`src/rtl/sparse_mask_pkg.sv`:
```
// Shared types and helpers for the sparse-operand mask path (operand matcher and index decoder).
package sparse_mask_pkg;

  typedef enum logic {
    IDLE = 1'b0,
    EMIT = 1'b1
  } state_e;

  localparam int DEFAULT_MASK_LENGTH = 8;
  localparam int MAX_MASK_LENGTH     = 64;

  // Position of the lowest set bit; 0 when the mask is all-zero.
  function automatic int lowest_set_bit(input logic [MAX_MASK_LENGTH-1:0] mask);
    int pos;
    pos = 0;
    for (int i = MAX_MASK_LENGTH - 1; i >= 0; i--) begin
      if (mask[i]) pos = i;
    end
    return pos;
  endfunction

endpackage

```
`src/rtl/lowest_bit_encoder.sv`:
```
// Priority encoder: index of the lowest set bit of a mask, plus a found flag.
module lowest_bit_encoder
  import sparse_mask_pkg::*;
#(
  parameter int BITMASK_LENGTH = DEFAULT_MASK_LENGTH,
  parameter int INDEX_WIDTH    = $clog2(BITMASK_LENGTH)
) (
  input  logic [BITMASK_LENGTH-1:0] mask_i,
  output logic [INDEX_WIDTH-1:0]    index_o,
  output logic                      found_o
);

  assign index_o = INDEX_WIDTH'(lowest_set_bit(MAX_MASK_LENGTH'(mask_i)));
  assign found_o = |mask_i;

endmodule

```
`src/rtl/sparse_mask_index_decoder.sv`:
```
// Walks a sparse-operand bitmask and emits one set-bit index per beat (valid/ready).
// Optional macro SPARSE_MASK_DECODER_BACK_TO_BACK_EN lets a new mask load on the final beat.
module sparse_mask_index_decoder
  import sparse_mask_pkg::*;
#(
  parameter int BITMASK_LENGTH = DEFAULT_MASK_LENGTH,
  parameter int INDEX_WIDTH    = $clog2(BITMASK_LENGTH)
) (
  input  logic                      clock,
  input  logic                      reset,
  input  logic                      ivalid,
  output logic                      oready,
  input  logic [BITMASK_LENGTH-1:0] bitmask,
  output logic                      ovalid,
  input  logic                      iready,
  output logic [INDEX_WIDTH-1:0]    index,
  output logic [INDEX_WIDTH-1:0]    ordinal,
  output logic                      last,
  output logic                      empty
);

  localparam logic [BITMASK_LENGTH-1:0] ONE = BITMASK_LENGTH'(1);

  state_e                    state_q, state_d;
  logic [BITMASK_LENGTH-1:0] residual_q, residual_d;
  logic [INDEX_WIDTH-1:0]    ordinal_q, ordinal_d;
  logic [INDEX_WIDTH-1:0]    low_idx;
  logic                      found;
  logic                      emit, single, accept, beat;

  lowest_bit_encoder #(
    .BITMASK_LENGTH(BITMASK_LENGTH),
    .INDEX_WIDTH   (INDEX_WIDTH)
  ) u_enc (
    .mask_i (residual_q),
    .index_o(low_idx),
    .found_o(found)
  );

  assign emit   = (state_q == EMIT);
  // x & (x-1) drops the lowest set bit; zero result means at most one bit was set.
  assign single = ((residual_q & (residual_q - ONE)) == '0);

  assign ovalid  = emit;
  assign index   = low_idx;
  assign ordinal = ordinal_q;
  assign last    = emit && single;
  assign empty   = emit && !found;

`ifdef SPARSE_MASK_DECODER_BACK_TO_BACK_EN
  assign oready = !reset && (!emit || (last && iready));
`else
  assign oready = !reset && !emit;
`endif

  assign accept = ivalid && oready;
  assign beat   = ovalid && iready;

  always_comb begin
    state_d    = state_q;
    residual_d = residual_q;
    ordinal_d  = ordinal_q;
    if (accept) begin
      state_d    = EMIT;
      residual_d = bitmask;
      ordinal_d  = '0;
    end else if (beat) begin
      residual_d = residual_q & (residual_q - ONE);
      if (last) state_d = IDLE;
      else      ordinal_d = ordinal_q + INDEX_WIDTH'(1);
    end
  end

  always_ff @(posedge clock) begin
    if (reset) begin
      state_q    <= IDLE;
      residual_q <= '0;
      ordinal_q  <= '0;
    end else begin
      state_q    <= state_d;
      residual_q <= residual_d;
      ordinal_q  <= ordinal_d;
    end
  end

endmodule
```
`config.mk`:
```
export PLATFORM = sky130hd
export DESIGN_NAME = sparse_mask_index_decoder
export DESIGN_NICKNAME = d
export VERILOG_FILES = /design/src/rtl/sparse_mask_pkg.sv /design/src/rtl/lowest_bit_encoder.sv /design/src/rtl/sparse_mask_index_decoder.sv
export SDC_FILE = /design/constraint.sdc
export NUM_CORES = 1
export LEC_CHECK = 0
export BUFFER_PORTS_ARGS = -buffer_cell sky130_fd_sc_hd__buf_4
export CAP_MARGIN = 20
export CORE_MARGIN = 8
export CORE_UTILIZATION = 44
export DETAILED_ROUTE_END_ITERATION = 12
export GPL_ROUTABILITY_DRIVEN = 1
export HOLD_SLACK_MARGIN = 0.02
export PLACE_DENSITY = 0.8
export SLEW_MARGIN = 30
export SYNTH_ARGS = -nofsm -noshare
export SYNTH_HDL_FRONTEND = slang
export SYNTH_HIERARCHICAL = 1
export SYNTH_SLANG_ARGS = --single-unit
```
`constraint.sdc`:
```
create_clock -name clock -period 1.8 [get_ports clock]
set_clock_uncertainty 0.2 [all_clocks]
set_input_delay 0.18 -clock clock [delete_from_list [all_inputs] [get_ports clock]]
set_output_delay 0.18 -clock clock [all_outputs]
set_load 0.02 [all_outputs]
```
Word-level counts from Yosys, hierarchy flattened
Index checks and enable logic that the tools add are counted.
Operators by class
  add/subtract/negate cells: 2
  muxes and demuxes: 13
  bitwise operators: 2
  reduce and logical (&&, ||, !) cells: 15
Operators by type and width (number)
  2-to-1 mux 3 bit: 8
  2-to-1 mux 8 bit: 2
  AND 8 bit: 1
  logical NOT 8 bit: 1
  OR reduction 8 bit: 1
  subtractor 8 x 1 -> 8 bit, second input constant: 1
  logical AND 1 bit: 5
  AND reduction 2 bit: 2
  nonzero test 2 bit: 2
  adder 3 x 1 -> 3 bit, second input constant: 1
  logical NOT 1 bit: 3
  2-to-1 mux 1 bit: 3
  OR reduction 2 bit: 1
  NOT 1 bit: 1
Word-level totals
  bits in registers: 12
  input bits: 12
  output and inout port bits: 10
  word-level logic and storage cells: 35

Depth between registers and ports, before layout
  depth in word-level cells: 8
  mapped depth: 6
  mapped depth without buffers: 5

Hierarchy
The synthesis kept the hierarchy.
Modules (own cells, without submodules)
  sparse_mask_index_decoder: instances 1, cells each 79, area an instance 638.1 µm², seq. area each 240.2 µm²
  lowest_bit_encoder: instances 1, cells each 13, area an instance 81.3 µm², seq. area each 0.0 µm²

Worst setup path after synthesis
OpenSTA, ideal clock, no wires.
  kind: reg2out
  start point: register residual_q[0]
  end point: output last
  arrival: 1.562 ns
  data required time: 1.420 ns
  setup slack: -0.142 ns
  cell stages (with the launch flop): 6
  path buffers: 1
  path through: dfxtp_1 > or3_1 > buf_4 > o41ai_2 > o32a_1 > and2_1
Between the ends
  longest elaborated chain between the ends: 4
RTL lines
  start, declared: RTL line sparse_mask_index_decoder.sv:25  | logic [BITMASK_LENGTH-1:0] residual_q, residual_d;
  start signal, assigned: RTL line sparse_mask_index_decoder.sv:81  | residual_q <= residual_d;
  subtractor 8 x 1 -> 8 bit: RTL line sparse_mask_index_decoder.sv:42  | assign single = ((residual_q & (residual_q - ONE)) == '0);
  AND 8 bit *: RTL line sparse_mask_index_decoder.sv:42
  logical NOT 8 bit *: RTL line sparse_mask_index_decoder.sv:42
  logical AND 1 bit *: RTL line sparse_mask_index_decoder.sv:47  | assign last = emit && single;
  end, declared: RTL line sparse_mask_index_decoder.sv:18  | output logic last,
Mark *: on every way between the ends. The rest lies on a longest branch, timed or not.

Worst setup path in the final report
  start point: register residual_q[2]
  end point: output last
The elaborated chain is that of the path after synthesis.

==> results.tsv <==
metric	value	unit
syn_nets	105	
cts_num_sinks	12	
synth_seq_cells	12	
die-area	3180	um^2
maxCapViolations	0	
clock_latency	0.29	ns
status	complete, but fails checks	
r2r_start	residual_q[4]	
finalCritPeriodShare	116	%
critPathLaunchType	register	
cts-htree-levels	1	
overflow	0	
p_total	0.000833	W
ff2ff_path_depth	7	
layout_common_cells	36 x buf_4, 12 x nor2_1, 10 x dlygate4sd3_1	
dp_hpwl	1650	um
die_height	56.4	um
syn-cell-area	719	um^2
grt_pass1_wl	4900	um
fill_cells	87	
dr.pass1.iters	5	
fmax	481	MHz
rsz0062_at_grt	yes	
synth_cell_types	34	
wirelength	2960	um
violations	negative setup slack	
crit_path_end_kind	output port	
synthFlopType	dfxtp_1	
powerDensity	633	nW/um^2
io_pins	22	
worstMarginPinSlew	0.404	ns
routedWlPerCell	18.4	um
rrSetupSlack	-0.20	ns
drt-initial-drc-count	36	
antenna_cells	0	
grt_util_all_layers	18.9	%
clk_pin_slew	0.09	ns
layout.nets	159	
tns	-0.900	ns
yosysSeqAreaShare	33.4	%
dieWidth	56.4	um
drc	0	
num_rows	14	
period_minus_slack	2.08	ns
grt_antenna_before_repair	0	
finalMaxSlewViolations	0	
ir_drop	0.000594	V
syn_to_final_growth	83.0	%
cts_root_buffer	clkbuf_4	
synth_edf_count	0	
relSlewSlack	72.9	%
required	1.42	ns
grt_max_degree	14	
drive_above_1_share	49.7	%
tritoncts	done	
setup_viol_count_final	7	
postRouteAntennaNets	0	
hp-class	in2reg	
numCtsBuffers	3	
clock_path_buffers	2	
place_congestion	0.792	
leakagePower	0.567	nW
setup_ws	-0.280	ns
core	1520	um^2
critical_path_class	reg2out	
synth-async-reset-ratio	0	%
avgSynthCellArea	7.82	um^2
arrival	1.70	ns
crit_start	residual_q[2]	
yosysWarnings	6	
initial_core_util	47.2	%
fin_util	86.4	%
synthCells	92	
io_buffers	21	
endpoint	last	
fin_hold_ws	0.0225	ns
worstReg2RegEnd	ordinal[2]	
final_common_cell	buf_4	
dr_total_vias	987	
critPathMaxFanout	5	
first_global_vias	1012	
hold_violations	0	
vias_per_cell	6.13	
-- per-layer routing --
metal  vias to the layer above  part of all wire, %  GRT usage (%)
met5                         -                    0              0
met4                         0                  3.3           10.7
met3                        13                  6.3           2.92
met2                        59                   50           33.4
met1                       470                   41           20.7
li1                        445                    -              -
-- where the power goes --
group          leakage (nW)  switching [W]  internal, W
registers             0.102      0.0000150     0.000274
logic                 0.445       0.000150     0.000166
clock network        0.0210       0.000105     0.000123
-- state kept, by name (all words and copies together), names as in the netlist --
signal	count
residual_q	8
ordinal	3
ovalid	1
-- cell families (layout without fill, tap and decap cells) --
family | Yosys count | after routing | share of synthesized area [%]
simple gates | 42 | 42 | 30.6
flops | 12 | 12 | 33.4
compound gates | 28 | 28 | 27.1
fa+ha+maj | 2 | 2 | 3.13
buf+inv | 7 | 60 | 4.35
mux | 1 | 1 | 1.39
-- per-stage QoR --
stage | instances | instance area, um^2 | setup slack (ns)
2_1_floorplan | 92 | 729 | -0.0664
3_3_place_gp | 141 | 1010 | -0.120
3_5_place_dp | 141 | 1010 | -0.147
4_1_cts | 161 | 1260 | -0.277
5_1_grt | 161 | 1320 | -0.369
6_report | 161 | 1320 | -0.280
-- synthesized netlist by cell type, types with 2 or more instances --
library cell,n,area share [%]
dfxtp_1,12,33
clkbuf_1,3,1.6
nand3b_1,2,2.1
nand2_1,6,3.1
nor4_2,2,3.5
a22oi_1,6,6.3
o21ai_0,8,5.6
a21boi_1,2,2.1
nor3_1,3,2.1
nor2b_1,2,1.7
inv_1,2,1.0
nor2_1,15,7.8
nand3_1,3,2.1
a21oi_1,3,2.1
or3_1,4,3.5
-- worst min path at each step --
stage	startpoint	end	slack [ns]	depth (start not counted)
after floorplan	bitmask[0]	residual_q[0]	0.11	2
after global placement	bitmask[0]	residual_q[0]	0.23	3
after detailed placement	bitmask[5]	residual_q[5]	0.23	3
after CTS	iready	ovalid	0.03	3
after global routing	iready	ovalid	0.03	3
final	iready	ovalid	0.02	3
-- critical path, stage by stage, from the launching register on --
cell,delay (ns)
dfxtp_2,0.33
or3_4,0.43
o41ai_2,0.20
o32a_1,0.21
and2_4,0.15
buf_6,0.10
-- timing repair --
item,CTS,global route
setup buffers,6,0
hold endpoints to repair,8,0
hold buffers,10,0
setup endpoints to repair,7,9
pin swaps,8,7
resized for setup,20,14
-- cell type report --
type                            count  area, um^2  area share (%)
Multi-Input combinational cell     73         534            40.6
Timing Repair Buffer               54         460            35.0
Sequential cell                    12         258            19.6
Clock buffer                        4        36.3            2.76
Tap cell                           16        20.0            1.52
Inverter                            2        7.51           0.570
(Power assumes the default switching activity.)
